--- src/rtl/outport_arbiter.sv ---
// Two-requester round-robin arbiter in front of a broadcast output-port bus.
// Accepted writes produce one po_wen cycle before the completion pulse; rejects complete at once.
module outport_arbiter #(
    parameter logic [31:0] BASE_ADDR = 32'h0200_0000,
    parameter int          WIDTH     = 8
) (
    input  logic             clk,
    input  logic             resetn,
    input  logic             m0_valid,
    input  logic [31:0]      m0_addr,
    input  logic [WIDTH-1:0] m0_wdata,
    input  logic [3:0]       m0_wstrb,
    output logic             m0_ready,
    output logic             m0_err,
    input  logic             m1_valid,
    input  logic [31:0]      m1_addr,
    input  logic [WIDTH-1:0] m1_wdata,
    input  logic [3:0]       m1_wstrb,
    output logic             m1_ready,
    output logic             m1_err,
    output logic [31:0]      po_addr,
    output logic [WIDTH-1:0] po_wdata,
    output logic             po_wen,
    output logic [1:0]       grant,
    output logic             busy
);
    typedef enum logic [1:0] {IDLE, WRITE, RESP} state_t;

    state_t           state_q, state_d;
    logic [31:0]      po_addr_q, po_addr_d;
    logic [WIDTH-1:0] po_wdata_q, po_wdata_d;
    logic [1:0]       grant_q, grant_d;
    logic             last_q, last_d;
    logic             rej_q, rej_d;

    logic             pick;
    logic [31:0]      sel_addr;
    logic [WIDTH-1:0] sel_wdata;
    logic [3:0]       sel_wstrb;
    logic [32:0]      offset;
    logic             in_win;

    // Under contention the requester that did not win last time goes first.
    always_comb begin
        pick      = (m0_valid && m1_valid) ? ~last_q : m1_valid;
        sel_addr  = pick ? m1_addr  : m0_addr;
        sel_wdata = pick ? m1_wdata : m0_wdata;
        sel_wstrb = pick ? m1_wstrb : m0_wstrb;
        // An address below the base wraps to a huge 33-bit offset, so one compare covers both ends.
        offset    = {1'b0, sel_addr} - {1'b0, BASE_ADDR};
        in_win    = (offset < 33'd256);
    end

    always_ff @(posedge clk) begin
        if (!resetn) begin
            state_q    <= IDLE;
            po_addr_q  <= '0;
            po_wdata_q <= '0;
            grant_q    <= 2'b00;
            last_q     <= 1'b1;
            rej_q      <= 1'b0;
        end else begin
            state_q    <= state_d;
            po_addr_q  <= po_addr_d;
            po_wdata_q <= po_wdata_d;
            grant_q    <= grant_d;
            last_q     <= last_d;
            rej_q      <= rej_d;
        end
    end

    always_comb begin
        state_d    = state_q;
        po_addr_d  = po_addr_q;
        po_wdata_d = po_wdata_q;
        grant_d    = grant_q;
        last_d     = last_q;
        rej_d      = rej_q;
        unique case (state_q)
            IDLE: begin
                if (m0_valid || m1_valid) begin
                    grant_d    = pick ? 2'b10 : 2'b01;
                    last_d     = pick;
                    po_addr_d  = sel_addr;
                    po_wdata_d = sel_wdata;
                    rej_d      = !((sel_wstrb != 4'b0000) && in_win);
                    state_d    = rej_d ? RESP : WRITE;
                end
            end
            WRITE: state_d = RESP;
            RESP: begin
                state_d = IDLE;
                grant_d = 2'b00;
            end
            default: begin
                state_d = IDLE;
                grant_d = 2'b00;
            end
        endcase
    end

    assign po_addr  = po_addr_q;
    assign po_wdata = po_wdata_q;
    assign grant    = grant_q;
    assign busy     = (state_q != IDLE);
    assign po_wen   = (state_q == WRITE);
    assign m0_ready = (state_q == RESP) && grant_q[0];
    assign m1_ready = (state_q == RESP) && grant_q[1];
    assign m0_err   = m0_ready && rej_q;
    assign m1_err   = m1_ready && rej_q;
endmodule
--- config.mk ---
export PLATFORM = sky130hd
export DESIGN_NAME = outport_arbiter
export DESIGN_NICKNAME = d
export VERILOG_FILES = /design/src/rtl/outport_arbiter.sv
export SDC_FILE = /design/constraint.sdc
export NUM_CORES = 1
export LEC_CHECK = 0
export ABC_CLOCK_PERIOD_IN_PS = 2800
export BUFFER_PORTS_ARGS = -buffer_cell sky130_fd_sc_hd__buf_2
export CORE_MARGIN = 4
export CORE_UTILIZATION = 47
export DETAILED_ROUTE_END_ITERATION = 10
export PLACE_DENSITY = 0.91
export SLEW_MARGIN = 20
export SYNTH_ARGS = -nofsm -noshare
export SYNTH_HDL_FRONTEND = slang
export SYNTH_SLANG_ARGS = --single-unit
--- constraint.sdc ---
create_clock -name clk -period 2.8 [get_ports clk]
set_clock_uncertainty 0.1 [all_clocks]
set_input_delay 0.28 -clock clk [delete_from_list [all_inputs] [get_ports clk]]
set_output_delay 0.28 -clock clk [all_outputs]
set_load 0.05 [all_outputs]
# Yosys cells after proc, flatten, opt, wreduce, memory -nomap -nowiden
# Index checks and enable logic that the tools add are counted.
[totals]
regBits = 46
input_bits = 92
output_inout_bits = 48
wordCells = 36
[op_classes]
n_addsub = 1
magnitude_cmp = 1
n_eq_ne = 3
mux = 10
bitwise_logic = 2
reduce_logical = 13
[ops]
columns = ["operator", "count"]
rows = [
  ["< comparator 33 x 9 -> 1 bit, second input constant", 1],
  ["subtractor 32 x 26 -> 33 bit, second input constant", 1],
  ["2-to-1 mux 32 bit", 1],
  ["2-to-1 mux 2 bit", 4],
  ["2-to-1 mux 8 bit", 1],
  ["case mux 2 bit (2 select lines)", 2],
  ["logical AND 1 bit", 6],
  ["2-to-1 mux 4 bit", 1],
  ["AND reduction 2 bit", 2],
  ["nonzero test 4 bit", 1],
  ["equality test 2 x 1 -> 1 bit, second input constant", 1],
  ["equality test 2 bit, second input constant", 1],
  ["logical NOT 2 bit", 1],
  ["!= test 2 bit, second input constant", 1],
  ["inverter 1 bit", 2],
  ["nonzero test 2 bit", 1],
  ["logical NOT 1 bit", 1],
  ["logical OR 1 bit", 1],
  ["2-to-1 mux 1 bit", 1],
]

# Longest topological paths before layout
# Gate-level depths: netlist of run 1.
[logic_depth]
ltp_word = 9
depth_mapped = 6
mapped_depth_nobuf = 4

# Least setup slack after synthesis of run 1
# No wires, ideal clock.
[synth_path]
path_type = "register -> output"
startpoint = "register grant_q[0] (netlist: grant[0])"
endpoint = "output port m0_err"
arrival_time_ns = 1.691
required_time_ns = 2.420
setup_slack_ns = 0.729
stages_incl_launch_ff = 3
n_path_buf = 0
cell_sequence = "dfxtp_1 and3b_1 and2_1"
[synth_via]
elab_chain_cells = 2
[synth_rtl]
columns = ["item", "line_no", "source"]
rows = [
  ["start, declared", "32", "logic [1:0] grant_q, grant_d;"],
  ["start signal, assigned", "66", "grant_q <= grant_d;"],
  ["logical AND 1 bit", "107", "assign m0_ready = (state_q == RESP) && grant_q[0];"],
  ["named net m0_ready", "13", "output logic m0_ready,"],
  ["logical AND 1 bit", "109", "assign m0_err = m0_ready && rej_q;"],
  ["end, declared", "14", "output logic m0_err,"],
]
# The timed path passes the listed nets, and every way through them passes these cells.

# Worst setup path in the final report of run 1
[layout_path]
startpoint = "register state_q[0]"
endpoint = "output port busy"
[layout_via]
elab_chain_cells = 1
[layout_rtl]
columns = ["item", "line_no", "source"]
rows = [
  ["start, declared", "29", "state_t state_q, state_d;"],
  ["start signal, assigned", "63", "state_q <= state_d;"],
  ["nonzero test 2 bit", "105", "assign busy = (state_q != IDLE);"],
  ["end, declared", "25", "output logic busy"],
]
# Every way passes these cells.

==> summary.txt, run 1 <==
Global routing
  – Pin count of the biggest net entering global routing: 61
  – GRT overflow: 0
  – Total GRT Usage: 21.0%
  – Antenna violations before repair: 0
  – First-pass GRT wire length: 10600 um
  – Most crowded layer after global routing: met2
  – Grt met1 use: 25.2%
  – Met2 usage: 37.8%
  – Number of global-route vias before repair: 2347
  – Met3 GRT Util: 4.47%

Clock network
  – Clk_lat worst skew: 0.27 ns
  – Hold Buf Count CTS: 0
  – Post_cts resized: 0
  – Clock root cell: clkbuf_8
  – CTS tree: done
  – Reg clk slew, reported paths: 0.08 ns
  – Postcts setup bufs: 0
  – CTS Buffer Depth: 2
  – CTS sink cnt: 46
  – CTS Buf Count: 5
  – H-tree depth: 2

STA
  – Post-route setup TNS: 0 ns
  – Max transition margin: 49.0%
  – Worst-margin pin slew: 0.765 ns
  – Slew Limit Fails: 0
  – Final setup viols: 0
  – RSZ-0062 raised after global routing: false
  – Peak Freq: 523 MHz
  – Fin. Hold Viols: 0
  – Setup WS post-layout: 0.886 ns
  – Crit share post-route: 68.3%
  – Min Tclk post-route: 1.91 ns

Synth
  – Largest cells by area after synthesis: dfxtp_1 (40%), o211a_1 (14%), nand2_1 (13%), nand3_1 (8.7%), a21boi_1 (2.6%)
  – EDFF count, synth: 0
  – Synth cell types: 32
  – Largest family of logic cells by synthesized area: simple AND/OR/NAND/NOR gates
  – Post-Syn Nets: 379
  – Mean post-synth cell area: 8.05 sq um
  – Mux contribution to synthesized area: 1.30%
  – Post-synthesis xor/xnor area fraction: 0%
  – Sequential share of the synthesized area: 39.8%
  – Largest area contributor in the netlist: dfxtp_1
  – Primary FF master, synth: dfxtp_1
  – Adder-Cell Fraction of Synth Area: 0%
  – Compound-Gate Fraction of Synth Area: 22.5%
  – Flops & latches, synth: 46
  – Top-area cell type share of the netlist area: 39.8%
  – Cell Area, Synth: 2310 sq um
  – Simple-gate share of the synthesized area: 31.2%
  – Ys async rst share: 0%
  – Synth Instances: 287
  – Warnings from Yosys: 0

Detailed routing
  – Vias per cell: 5.27
  – First-pass DRT Iterations: 6
  – Routed WL: 6740 um
  – Drt drc: 0
  – Drt wl/cell: 14.0 um
  – Post-DRT Antenna Nets: 0
  – Initial DRC Count: 97
  – Via Count: 2542

Floorplanning
  – Die W: 78.1 um
  – Io pins: 140
  – Die area: 6100 sq um
  – Row count: 25
  – Core box area: 4750 sq um
  – Height of the die: 78.1 um
  – Initial core utilization: 48.6%

Power
  – Logic pwr share: 33.8%
  – Sw power: 0.624 mW
  – Sw frac: 36.9%
  – Clock power frac: 21.8%
  – Cell internal pwr: 1.07 mW
  – Reg power frac: 44.4%
  – Maximum vdd drop: 0.349 mV
  – PD cells: 545 nW/um^2
  – Leakage power: 1.82 nW

Worst setup path
  – WS Path Type: reg2out
  – CP Capture Type: primary output
  – Worst setup SP type: flip-flop
  – Worst-path fanout max: 9
  – Crit path required time: 2.42 ns
  – Critical Path AT: 1.53 ns

Placement
  – Placer Congestion: 0.783
  – Post-DP HPWL: 5150 um
  – Pre-CTS setup slack: 0.990 ns
  – Port-buffer cells: 139
  – Placed insts: 475

Layout
  – # diodes: 0
  – Share of layout cells above drive strength 1: 36.9%
  – Area growth syn-to-layout: 34.4%
  – Nets: 507
  – Post-layout util: 65.3%
  – Commonest non-fill, non-tap cell in the layout: buf_2
  – Fin cells: 482
  – Area occupied by multi-input gates: 1280 sq um
  – Seq. cell area: 921 sq um
  – Commonest cells after routing, fill and taps aside: buf_2 (139), nand2_1 (82), dfxtp_1 (46)
  – Fillers: 423

Hold path
  – Hold Crit Class: in2reg

Outcome
  – Outcome: complete, no violations

Job
  – Max-cap viol count: 0
-- power groups by stage --
stage / clock network (mW) / registers, mW / logic, mW
final: 0.370 / 0.751 / 0.572
after global routing: 0.415 / 0.758 / 0.611
after CTS: 0.380 / 0.751 / 0.574
after detailed placement: 0 / 0.765 / 0.573
after global placement: 0 / 0.763 / 0.562
after floorplan: 0 / 0.964 / 0.202
-- flip-flops by register name, indices dropped and copies added (netlist names) --
signal and cells:
po_wdata 8, grant 2, state_q 2, po_addr 32, last_q 1, rej_q 1
-- per-layer routing --
| layer | vias up | wire length, um |
|---|---|---|
| met1 | 1165 | 2870 |
| met4 | 0 | 77 |
| li1 | 1273 | - |
| met2 | 96 | 3360 |
| met3 | 8 | 438 |
| met5 | - | 0 |
-- stage by stage --
stage | cell area (sq um) | hold WS (ns) | total power [mW]
2_1_floorplan | 2310 | 0.395 | 1.17
3_3_place_gp | 3030 | 0.341 | 1.33
3_5_place_dp | 3030 | 0.343 | 1.34
4_1_cts | 3110 | 0.219 | 1.71
5_1_grt | 3110 | 0.229 | 1.78
6_report | 3110 | 0.231 | 1.69
-- cell type report --
| cell class | count | share of cell area, % |
|---|---|---|
| timing repair buffer | 143 | 23.8 |
| clock buffer | 7 | 2.46 |
| inverter | 1 | 0.121 |
| tap | 67 | 2.70 |
| sequential | 46 | 29.6 |
| multi-input combinational | 218 | 41.3 |
-- cells in the mapped netlist (2+ instances only) --
library cell	count
a21o_1	8
and3b_1	2
nand4_1	4
a21oi_1	2
nor2_1	10
nand3_1	40
dfxtp_1	46
and2_1	2
or4_1	2
nor4_1	8
nand2_1	82
nor4b_1	2
mux2i_1	3
o211a_1	32
buf_4	4
a211oi_1	2
clkbuf_1	8
a21boi_1	8
buf_2	9
-- path summary, 6_finish.rpt --
path | endpoint | depth (start not counted) | slack (ns) | start
worst max-delay path | busy | 3 | 0.89 | state_q[0]$_SDFFE_PN0N_
worst min register to register | po_addr[4]$_SDFFE_PN0P_ | 2 | 0.35 | po_addr[4]$_SDFFE_PN0P_
worst max register to register | po_wdata[7]$_SDFFE_PN0P_ | 5 | 1.05 | last_q$_SDFFE_PN1P_
worst min-delay path | po_addr[5]$_SDFFE_PN0P_ | 4 | 0.23 | m1_addr[5]
-- critical path, cell delays in order (launching register included) --
cell      delay (ns)
dfxtp_1         0.39
nor2_1          0.27
clkinv_1        0.29
buf_2           0.30
-- cells by family (layout without fill, tap and decap cells) --
| family | Yosys count | after routing |
|---|---|---|
| simple gates | 157 | 157 |
| mux | 3 | 3 |
| compound gates | 58 | 58 |
| buf+inv | 23 | 151 |
| flops | 46 | 46 |
No activity file was read; power rests on OpenSTA's default activity.
==> run 2, diff against run 1 <==
ABC_CLOCK_PERIOD_IN_PS = 2000   (was 2800)
CORE_UTILIZATION = 43   (was 47)
PLACE_DENSITY = 0.85   (was 0.91)
clock period = 2 ns   (was 2.8 ns; I/O delays follow)
==> run 2 against run 1 <==
Count of clock-buffer cells in the layout unchanged. Register-to-register slack worse by 0.71 ns. Total power up 43%. Clock power up 53%. Worst hold slack worse by 0.090 ns. Die area up 8.3%. Largest power group unchanged. First-iteration DRC count unchanged. Highest routed layer unchanged.
==> summary.txt, run 2 (synthesized netlist as in run 1, its figures left out) <==
Floorplanning
  – Row count: 26 (+4.0%)
  – Die W: 81.3 um (+4.1%)
  – Die area: 6610 sq um (+8.3%)
  – Height of the die: 81.3 um (+4.1%)
  – Initial core utilization: 44.7% (-3.9 points)
  – Io pins: 140 (unchanged)
  – Core box area: 5170 sq um (+8.8%)

Clock network
  – CTS sink cnt: 46 (unchanged)
  – Clk_lat worst skew: 0.28 ns (about the same)
  – Post_cts resized: 0 (unchanged)
  – CTS tree: done
  – Reg clk slew, reported paths: 0.08 ns (about the same)
  – CTS Buffer Depth: 2 (unchanged)
  – Postcts setup bufs: 0 (unchanged)
  – Clock root cell: clkbuf_8
  – H-tree depth: 2 (unchanged)
  – Hold Buf Count CTS: 0 (unchanged)
  – CTS Buf Count: 5 (unchanged)

Detailed routing
  – Drt wl/cell: 14.0 um (+0.19%)
  – Drt drc: 0 (unchanged)
  – First-pass DRT Iterations: 5 (-1)
  – Routed WL: 6840 um (+1.4%)
  – Vias per cell: 5.28 (+0.17%)
  – Post-DRT Antenna Nets: 0 (unchanged)
  – Initial DRC Count: 97 (unchanged)
  – Via Count: 2578 (+1.4%)

Layout
  – Area growth syn-to-layout: 35.9%
  – Share of layout cells above drive strength 1: 37.6% (+0.69 points)
  – Commonest non-fill, non-tap cell in the layout: buf_2
  – # diodes: 0 (unchanged)
  – Nets: 509 (+0.39%)
  – Fillers: 482 (+14%)
  – Max reg flops: 32 (unchanged)
  – Commonest cells after routing, fill and taps aside: buf_2 (139), nand2_1 (82), dfxtp_1 (46)

Power
  – Maximum vdd drop: 0.367 mV (+5.1%)
  – Leakage power: 1.84 nW (+1.1%)
  – PD cells: 770 nW/um^2 (+41%)

STA
  – Max transition margin: 70.1% (+21 points)
  – Crit share post-route: 90.5%
  – Worst-margin pin slew: 0.449 ns (-0.316 ns)
  – Fin. Hold Viols: 0 (unchanged)
  – Final setup viols: 0 (unchanged)
  – Peak Freq: 553 MHz
  – RSZ-0062 raised after global routing: false
  – Setup WS post-layout: 0.191 ns (-0.696 ns)
  – Slew Limit Fails: 0 (unchanged)
  – Min Tclk post-route: 1.81 ns
  – Post-route setup TNS: 0 ns (unchanged)

Global routing
  – Grt met1 use: 23.6% (-1.6 points)
  – First-pass GRT wire length: 10700 um (+0.39%)
  – GRT overflow: 0 (unchanged)
  – Pin count of the biggest net entering global routing: 68 (+11%)
  – Met3 GRT Util: 6.10% (+1.6 points)
  – Antenna violations before repair: 0 (unchanged)
  – Total GRT Usage: 20.4% (-0.58 points)
  – Met2 usage: 36.3% (-1.4 points)
  – Number of global-route vias before repair: 2415 (+2.9%)
  – Most crowded layer after global routing: met2

Worst setup path
  – R2R setup slack: 0.34 ns (-0.71 ns)
  – Worst-path fanout max: 9 (unchanged)
  – Critical Path AT: 1.51 ns (-0.02 ns)
  – Worst setup SP type: flip-flop
  – CP Capture Type: primary output
  – Reg2reg start: last_q$_SDFFE_PN1P_
  – Crit. Startpoint: state_q[0]$_SDFFE_PN0N_
  – Crit path required time: 1.70 ns (-0.72 ns)
  – WS Path Type: reg2out

Hold path
  – Worst hold path startpoint: m1_addr[7]
  – Hold Crit Class: in2reg

Placement
  – Placer Congestion: 0.787 (+0.52%)
  – Port-buffer cells: 139 (unchanged)
  – Pre-CTS setup slack: 0.318 ns (-0.672 ns)
  – Post-DP HPWL: 5380 um (+4.5%)

Outcome
  – Outcome: complete, no violations

Job
  – Max-cap viol count: 0 (unchanged)
## run 2: changes by cell type in the layout (fill, tap and decap cells not counted)
| cell | before | now |
|---|---|---|
| buf_4 | 3 | 5 |
| clkbuf_1 | 2 | 1 |
| clkbuf_8 | 5 | 6 |
| clkinv_2 | 0 | 1 |
## run 2: worst paths after layout
path,end,depth (start not counted)
max,busy,3
max reg2reg,state_q[1]$_SDFFE_PN0N_,4
min reg2reg,po_addr[5]$_SDFFE_PN0P_,2
min,po_addr[7]$_SDFFE_PN0P_,4
## run 2: area by class of cell
cell class	count	area (sq um)	area share, %
Clock buffer	7	86.3	2.75
Clock inverter	1	5.00	0.159
Inverter	1	3.75	0.120
Multi-Input combinational cell	218	1280	40.9
Sequential cell	46	921	29.3
Tap cell	70	87.6	2.79
Timing Repair Buffer	145	753	24.0
## run 2: stage by stage
| step | cell area (sq um) | util [%] | total power, mW | std cells | hold slack [ns] |
|---|---|---|---|---|---|
| after CTS | 3140 | 60.7 | 2.45 | 488 | 0.134 |
| after detailed placement | 3050 | 59.0 | 1.88 | 480 | 0.343 |
| after floorplan | 2310 | - | 1.63 | 287 | 0.315 |
| after global placement | 3050 | 59.0 | 1.86 | 480 | 0.339 |
| after global routing | 3140 | 60.7 | 2.56 | 488 | 0.147 |
| final | 3140 | 60.7 | 2.42 | 488 | 0.141 |
## run 2: report_power, final
part	switching [mW]	internal, mW	total, mW
clock	0.287	0.279	0.566
combinational	0.547	0.256	0.803
sequential	0.0464	1.00	1.05
total	0.880	1.54	2.42
## run 2: metal layers
| layer | routed length, um | vias to the layer above | part of all wire, % |
|---|---|---|---|
| met1 | 2800 | 1191 | 41 |
| met4 | 67 | 0 | 0.98 |
| li1 | - | 1285 | - |
| met5 | 0 | - | 0 |
| met2 | 3380 | 94 | 49 |
| met3 | 601 | 8 | 8.8 |
## run 2: worst max-delay path: stages, from the launching register on
cell      delay [ns]
dfxtp_1         0.40
nor2_1          0.26
clkinv_1        0.27
buf_2           0.29
